File: config.mk
export PLATFORM = sky130hd
export DESIGN_NAME = div_rem_sequencer
export DESIGN_NICKNAME = d
export VERILOG_FILES = /design/src/rtl/div_rem_sequencer_pkg.sv /design/src/rtl/div_rem_sequencer_fixup.sv /design/src/rtl/div_rem_sequencer.sv
export SDC_FILE = /design/constraint.sdc
export NUM_CORES = 1
export LEC_CHECK = 0
export BUFFER_PORTS_ARGS = -buffer_cell sky130_fd_sc_hd__buf_2
export CORE_UTILIZATION = 50
export CTS_CLUSTER_DIAMETER = 40
export CTS_CLUSTER_SIZE = 12
export DETAILED_ROUTE_END_ITERATION = 10
export PLACE_DENSITY = 0.79
export SYNTH_ARGS = -nofsm -noshare
export SYNTH_HDL_FRONTEND = slang
export SYNTH_SLANG_ARGS = --single-unit
export TNS_END_PERCENT = 30
File: constraint.sdc
create_clock -name clk -period 5.45 [get_ports clk]
set_input_delay 0 -clock clk [delete_from_list [all_inputs] [get_ports clk]]
set_output_delay 0 -clock clk [all_outputs]
set_load 0.03 [all_outputs]
File: src/rtl/div_rem_sequencer_pkg.sv
// Shared encodings for the divide/remainder sequencer: op codes, FSM states and
// the flush length that covers one worst-case in-flight core operation.
package div_rem_sequencer_pkg;

  localparam logic [1:0] OP_DIV  = 2'b00;
  localparam logic [1:0] OP_DIVU = 2'b01;
  localparam logic [1:0] OP_REM  = 2'b10;
  localparam logic [1:0] OP_REMU = 2'b11;

  localparam logic [2:0] S_FLUSH  = 3'd0;
  localparam logic [2:0] S_IDLE   = 3'd1;
  localparam logic [2:0] S_LAUNCH = 3'd2;
  localparam logic [2:0] S_WAIT   = 3'd3;
  localparam logic [2:0] S_RESP   = 3'd4;

  // Core latency is XLEN+2 and done stays high for two cycles; one extra cycle of margin.
  function automatic int flush_cycles(input int xlen);
    return xlen + 3;
  endfunction

endpackage

File: src/rtl/div_rem_sequencer_fixup.sv
// Combinational sign handling around the unsigned divider core: operand preparation
// (W extension, magnitudes, special cases) and result negation/selection.
module div_operand_prep #(
  parameter int XLEN = 64
) (
  input  logic [1:0]      i_op,
  input  logic            i_word,
  input  logic [XLEN-1:0] i_rs1,
  input  logic [XLEN-1:0] i_rs2,
  output logic [XLEN-1:0] o_abs_a,
  output logic [XLEN-1:0] o_abs_b,
  output logic            o_neg_q,
  output logic            o_neg_r,
  output logic            o_special,
  output logic [XLEN-1:0] o_special_q,
  output logic [XLEN-1:0] o_special_r
);

  logic            w_signed;
  logic [XLEN-1:0] w_a;
  logic [XLEN-1:0] w_b;
  logic [XLEN-1:0] w_min;
  logic            w_sign_a;
  logic            w_sign_b;
  logic            w_div0;
  logic            w_ovf;

  assign w_signed = ~i_op[0];

  always_comb begin
    w_a = i_rs1;
    w_b = i_rs2;
    if (i_word) begin
      w_a = {{(XLEN-32){w_signed & i_rs1[31]}}, i_rs1[31:0]};
      w_b = {{(XLEN-32){w_signed & i_rs2[31]}}, i_rs2[31:0]};
    end
  end

  // Most-negative value as it appears after W sign extension.
  assign w_min = i_word ? {{(XLEN-31){1'b1}}, 31'b0} : {1'b1, {(XLEN-1){1'b0}}};

  assign w_sign_a = w_signed & w_a[XLEN-1];
  assign w_sign_b = w_signed & w_b[XLEN-1];
  assign o_abs_a  = w_sign_a ? (~w_a + 1'b1) : w_a;
  assign o_abs_b  = w_sign_b ? (~w_b + 1'b1) : w_b;
  assign o_neg_q  = w_sign_a ^ w_sign_b;
  assign o_neg_r  = w_sign_a;

  assign w_div0      = (w_b == '0);
  assign w_ovf       = w_signed & (w_b == '1) & (w_a == w_min);
  assign o_special   = w_div0 | w_ovf;
  assign o_special_q = w_div0 ? '1 : w_a;
  assign o_special_r = w_div0 ? w_a : '0;

endmodule

module div_result_fix #(
  parameter int XLEN = 64
) (
  input  logic [XLEN-1:0] i_q,
  input  logic [XLEN-1:0] i_r,
  input  logic            i_neg_q,
  input  logic            i_neg_r,
  input  logic            i_is_rem,
  input  logic            i_word,
  output logic [XLEN-1:0] o_result
);

  logic [XLEN-1:0] w_q;
  logic [XLEN-1:0] w_r;
  logic [XLEN-1:0] w_sel;

  assign w_q      = i_neg_q ? (~i_q + 1'b1) : i_q;
  assign w_r      = i_neg_r ? (~i_r + 1'b1) : i_r;
  assign w_sel    = i_is_rem ? w_r : w_q;
  assign o_result = i_word ? {{(XLEN-32){w_sel[31]}}, w_sel[31:0]} : w_sel;

endmodule

File: src/rtl/div_rem_sequencer.sv
// RV64 M-extension DIV/DIVU/REM/REMU(+W) sequencer wrapped around an unsigned,
// reset-less divider core: screens special cases, launches the core, sign-fixes results.
module div_rem_sequencer
  import div_rem_sequencer_pkg::*;
#(
  parameter int XLEN = 64
) (
  input  logic            clk,
  input  logic            reset,
  input  logic            req_valid,
  output logic            req_ready,
  input  logic [1:0]      req_op,
  input  logic            req_word,
  input  logic [XLEN-1:0] req_rs1,
  input  logic [XLEN-1:0] req_rs2,
  output logic            resp_valid,
  input  logic            resp_ready,
  output logic [XLEN-1:0] resp_result,
  output logic            core_start,
  output logic [XLEN-1:0] core_dividend,
  output logic [XLEN-1:0] core_divisor,
  input  logic            core_done,
  input  logic [XLEN-1:0] core_quotient,
  input  logic [XLEN-1:0] core_remainder,
  output logic [2:0]      dbg_state
);

  localparam int                 FLUSH_N    = flush_cycles(XLEN);
  localparam int                 FLUSH_W    = $clog2(FLUSH_N + 1);
  localparam logic [FLUSH_W-1:0] FLUSH_INIT = FLUSH_W'(FLUSH_N);
  localparam logic [FLUSH_W-1:0] FLUSH_ONE  = FLUSH_W'(1);

  logic [2:0]         r_state;
  logic [FLUSH_W-1:0] r_flush_cnt;
  logic               r_is_rem;
  logic               r_word;
  logic               r_neg_q;
  logic               r_neg_r;
  logic [XLEN-1:0]    r_dividend;
  logic [XLEN-1:0]    r_divisor;
  logic [XLEN-1:0]    r_result;
  logic               r_done_d;

  logic [XLEN-1:0] w_abs_a;
  logic [XLEN-1:0] w_abs_b;
  logic            w_neg_q;
  logic            w_neg_r;
  logic            w_special;
  logic [XLEN-1:0] w_spec_q;
  logic [XLEN-1:0] w_spec_r;
  logic [XLEN-1:0] w_fix_q;
  logic [XLEN-1:0] w_fix_r;
  logic            w_fix_neg_q;
  logic            w_fix_neg_r;
  logic            w_fix_rem;
  logic            w_fix_word;
  logic [XLEN-1:0] w_fix_result;
  logic            w_done_rise;

  div_operand_prep #(.XLEN(XLEN)) u_prep (
    .i_op        (req_op),
    .i_word      (req_word),
    .i_rs1       (req_rs1),
    .i_rs2       (req_rs2),
    .o_abs_a     (w_abs_a),
    .o_abs_b     (w_abs_b),
    .o_neg_q     (w_neg_q),
    .o_neg_r     (w_neg_r),
    .o_special   (w_special),
    .o_special_q (w_spec_q),
    .o_special_r (w_spec_r)
  );

  // In IDLE the fixup path shapes the special-case value; otherwise it shapes core output.
  always_comb begin
    w_fix_q     = core_quotient;
    w_fix_r     = core_remainder;
    w_fix_neg_q = r_neg_q;
    w_fix_neg_r = r_neg_r;
    w_fix_rem   = r_is_rem;
    w_fix_word  = r_word;
    if (r_state == S_IDLE) begin
      w_fix_q     = w_spec_q;
      w_fix_r     = w_spec_r;
      w_fix_neg_q = 1'b0;
      w_fix_neg_r = 1'b0;
      w_fix_rem   = req_op[1];
      w_fix_word  = req_word;
    end
  end

  div_result_fix #(.XLEN(XLEN)) u_fix (
    .i_q      (w_fix_q),
    .i_r      (w_fix_r),
    .i_neg_q  (w_fix_neg_q),
    .i_neg_r  (w_fix_neg_r),
    .i_is_rem (w_fix_rem),
    .i_word   (w_fix_word),
    .o_result (w_fix_result)
  );

  // Both ports use valid/ready: a transfer happens on any clock edge where valid and
  // ready are both high; resp_valid and resp_result stay stable until that edge.
  assign req_ready     = (r_state == S_IDLE);
  assign resp_valid    = (r_state == S_RESP);
  assign resp_result   = r_result;
  assign core_start    = (r_state == S_LAUNCH) & ~core_done;
  assign core_dividend = r_dividend;
  assign core_divisor  = r_divisor;
  assign dbg_state     = r_state;
  assign w_done_rise   = core_done & ~r_done_d;

  always_ff @(posedge clk) begin
    if (reset) begin
      r_state     <= S_FLUSH;
      r_flush_cnt <= FLUSH_INIT;
      r_is_rem    <= 1'b0;
      r_word      <= 1'b0;
      r_neg_q     <= 1'b0;
      r_neg_r     <= 1'b0;
      r_dividend  <= '0;
      r_divisor   <= '0;
      r_result    <= '0;
      r_done_d    <= 1'b0;
    end else begin
      r_done_d <= core_done;
      case (r_state)
        S_FLUSH: begin
          if (r_flush_cnt == FLUSH_ONE) r_state <= S_IDLE;
          else                          r_flush_cnt <= r_flush_cnt - FLUSH_ONE;
        end
        S_IDLE: begin
          if (req_valid) begin
            r_is_rem   <= req_op[1];
            r_word     <= req_word;
            r_neg_q    <= w_neg_q;
            r_neg_r    <= w_neg_r;
            r_dividend <= w_abs_a;
            r_divisor  <= w_abs_b;
            if (w_special) begin
              r_result <= w_fix_result;
              r_state  <= S_RESP;
            end else begin
              r_state  <= S_LAUNCH;
            end
          end
        end
        S_LAUNCH: begin
          if (!core_done) r_state <= S_WAIT;
        end
        S_WAIT: begin
          if (w_done_rise) begin
            r_result <= w_fix_result;
            r_state  <= S_RESP;
          end
        end
        S_RESP: begin
          if (resp_ready) r_state <= S_IDLE;
        end
        default: r_state <= S_FLUSH;
      endcase
    end
  end

endmodule

==> out/metrics.sh <==
RUN_STATUS='finished clean'
TIMING.MAX_SLEW.REL_SLACK_PCT=7.812
SETUP-TNS-FINAL_PS=0
DIE_X_UM=190.0
HOLDWS_PS=15.30
REGAREA_UM2=4144
HPWL_MM=68.31
FINAL_CELL_COUNT_NO_FILL=3584
LEAKAGE_POWER_nW=9.009
ITERATION_COUNT_OF_THE_INITIAL_DETAILED_ROUTING_PASS=7
STARTPOINT_TYPE='register'
GRT_FIRST_PASS_WIRELENGTH_MM=140.1
LARGEST_NET_DEGREE_AT_THE_START_OF_GLOBAL_ROUTING=107
SYNTH.TOP_CELLS.BY_COUNT='366 x sky130_fd_sc_hd__nor2_1, 285 x sky130_fd_sc_hd__nand2_1, 250 x sky130_fd_sc_hd__a21oi_1'
PLACE.PORT_BUFFERS=461
DR_TOTAL_VIAS=24640
SYNTH.YOSYS.WARNINGS=0
CRITICALPATHCATEGORY='register to register'
FINCLKSKEW_PS=30.77
YOSYSTOPAREACELLSHARE_PCT=23.44
FLOORPLAN.INITIALDENSITY_PCT=51.05
COUNT_OF_NETS_AFTER_FINISHING=3364
YOSYS.AREA.TOP_TYPE='sky130_fd_sc_hd__dfxtp_1'
SYNTHESIZED_NET_COUNT=2866
FIRST_GLOBAL_VIAS=23210
TRITONCTS='built'
ROUTED_WIRELENGTH_MM=95.50
SYNTH_EDF_COUNT=0
CHIPHEIGHT_UM=190.0
NUMCLOCKSINKS=207
SYN_AREA_UM2=17680
SYNTHTOPCELLSBYAREA='sky130_fd_sc_hd__dfxtp_1 23%, sky130_fd_sc_hd__nor2_1 7.8%, sky130_fd_sc_hd__a21oi_1 7.1%'
CTS.CLK_SLEW.WORST_PATHS_PS=60
SYNTHESIS.AREA_PER_INSTANCE_UM2=6.812
CTS_HTREE_LEVELS=2
NUM-FILL-CELLS=3031
CLKLATENCYLATEPIN_PS=590
POST_ROUTE_CELLS_DRIVE_ABOVE_1_SHARE_PCT=21.17
FLOORPLAN.DIE_AREA_UM2=36110
RATIO_OF_FINAL_MINIMUM_PERIOD_TO_CLOCK_PERIOD_PCT=93.68
FP.COREAREA_UM2=34630
SYN_INST=2595
SYNTHMOSTINSTANTIATEDCELL='sky130_fd_sc_hd__nor2_1'
SYNTH-ASYNC-RESET-RATIO_PCT=0
CLOCK-ROOT-BUFFER='sky130_fd_sc_hd__clkbuf_16'
HOLD_PATH.CLASS='primary input to register'
ANTENNA_VIOLATING_NETS_POST_ROUTE=0
DETAIL_ROUTE.DRC_VIOLATIONS=0
PERIOD_NEEDED_PS=5106
FINAL-MAX-SLEW-VIOLATION-COUNT=0
PLACE_WORST_SETUP_SLACK_PS=610.4
RSZ0062_AT_GRT='false'
GP_CONGESTION=1.059
AREA_OF_COMBINATIONAL_CELLS_WITH_MULTIPLE_INPUTS_UM2=12660
MAXCAPVIOLCOUNT=0
WORST_PIN_SLEW_PS=1348
POWER_DENSITY_nW_PER_UM2=279.0
WL_PER_CELL_UM=26.65
FMAXACHIEVABLE_MHz=195.9
ROUTED_VIA_DENSITY=6.876
MAX-VDD-IR-DROP_uV=272.3
SETUP_VIOL_COUNT_FINAL=0
YS_SEQ_AREA_SHARE_PCT=23.44
CORE.ROWCOUNT=68
SYNTHDISTINCTLIBCELLS=91
GLOBAL_ROUTE.USAGE.TOTAL_PCT=51.07
PLACE_INST=3376
ANTENNA_FOUND_INITIAL=8
TIMING.FINAL.HOLD_VIOLATIONS=0
CRITICAL_PATH_REQUIRED_PS=5860
SYNTH_FLOP_CELL='sky130_fd_sc_hd__dfxtp_1'
CTS-BUFFERS-INSERTED=41
AREA_GROWTH_FROM_SYNTHESIS_TO_FINAL_LAYOUT_PCT=30.63
WORST-PATH-MAX-FANOUT=43
DRT_ITER0_MARKERS=3449
GLOBALROUTE.TOTALOVERFLOW=0
POSTCTSSETUPREPAIRBUFS=0
ENDPOINT_KIND='register'
POSTLAYOUTSETUPSLACKWORST_PS=344.3
CLOCK_TREE.BUFFER_DEPTH=3
DESIGN.PORTCOUNT=462
SYNTH-SEQ-CELLS=207
WORST_EP_ARRIVAL_TIME_PS=5520
-- worst max-delay path, stage by stage, from the launching register on --
cell	delay (ps)
sky130_fd_sc_hd__dfxtp_1	550
sky130_fd_sc_hd__or3b_4	650
sky130_fd_sc_hd__buf_4	420
sky130_fd_sc_hd__nor3_1	90
sky130_fd_sc_hd__a21oi_1	180
sky130_fd_sc_hd__ha_1	220
sky130_fd_sc_hd__o21ai_0	150
sky130_fd_sc_hd__a211o_1	440
sky130_fd_sc_hd__a221o_1	380
sky130_fd_sc_hd__a2111oi_0	1070
sky130_fd_sc_hd__a21oi_1	180
sky130_fd_sc_hd__xor2_1	200
sky130_fd_sc_hd__a211oi_1	260
sky130_fd_sc_hd__nor3_1	80
-- cell families after synthesis --
logic type | after synthesis | share of synthesized area [%]
mux | 17 | 0.9838
xor+xnor | 212 | 10.50
fa+ha+maj | 7 | 0.4954
buf+inv | 229 | 5.131
simple gates | 1104 | 29.74
compound gates | 819 | 29.70
flops | 207 | 23.44
-- through the flow --
stage / power, mW / utilization [%] / instance area (um2)
final: 6.443 / 66.69 / 23090
after global routing: 6.617 / 66.66 / 23080
after CTS: 6.317 / 66.62 / 23070
after detailed placement: 3.623 / 58.81 / 20360
after global placement: 3.607 / 58.81 / 20360
after floorplan: 2.918 / - / 17680
-- power breakdown --
group          internal, mW  switching, mW  total (mW)
clock                  1.68          0.968        2.64
sequential             1.60         0.0568        1.66
combinational         0.694           1.45        2.14
total                  3.97           2.47        6.44
-- state kept, by name, indices dropped and copies added (netlist names) --
name	count
core_dividend	64
core_divisor	64
r_flush_cnt	7
r_word	1
resp_result	64
dbg_state	3
r_neg_r	1
r_done_d	1
r_is_rem	1
r_neg_q	1
-- cells in the final DEF, fill, tap and decap left out, types with 90 or more instances in the layout --
master,instances
sky130_fd_sc_hd__xnor2_1,110
sky130_fd_sc_hd__dfxtp_1,207
sky130_fd_sc_hd__nor2_1,365
sky130_fd_sc_hd__buf_2,460
sky130_fd_sc_hd__nor3_1,130
sky130_fd_sc_hd__dlygate4sd3_1,129
sky130_fd_sc_hd__a211oi_1,90
sky130_fd_sc_hd__a21oi_1,248
sky130_fd_sc_hd__xor2_1,102
sky130_fd_sc_hd__o21ai_0,153
sky130_fd_sc_hd__nand2_1,284
-- cell type report --
cell class | count | share of cell area, %
sequential | 207 | 17.94
tap | 455 | 2.465
timing repair buffer | 664 | 18.23
multi-input combinational | 2159 | 54.83
clock inverter | 23 | 1.273
inverter | 20 | 0.3359
clock buffer | 50 | 4.855
antenna | 6 | 0.06502
-- timing repair --
action,CTS,global route
hold buffers,129,0
gates resized for setup,0,1
endpoints found under the setup margin,0,1
endpoints found under the hold margin,120,0
-- final timing paths --
| check | from | end | slack, ps | cells past startpoint |
|---|---|---|---|---|
| min | req_rs1[46] | core_dividend[46]$_SDFFE_PP0P_ | 20 | 5 |
| max reg2reg | dbg_state[1]$_SDFFE_PP0P_ | resp_result[40]$_SDFFE_PP0P_ | 340 | 13 |
| max | dbg_state[1]$_SDFFE_PP0P_ | resp_result[40]$_SDFFE_PP0P_ | 340 | 13 |
| min reg2reg | resp_result[55]$_SDFFE_PP0P_ | resp_result[55]$_SDFFE_PP0P_ | 440 | 2 |
-- layer usage --
layer,up-vias,GRT usage [%],routed length [um]
li1,10540,-,-
met4,6,44.70,9461
met1,11330,59.28,33250
met2,2141,76.97,40570
met5,-,0,36
met3,629,14.41,12190
(Power assumes the default switching activity.)
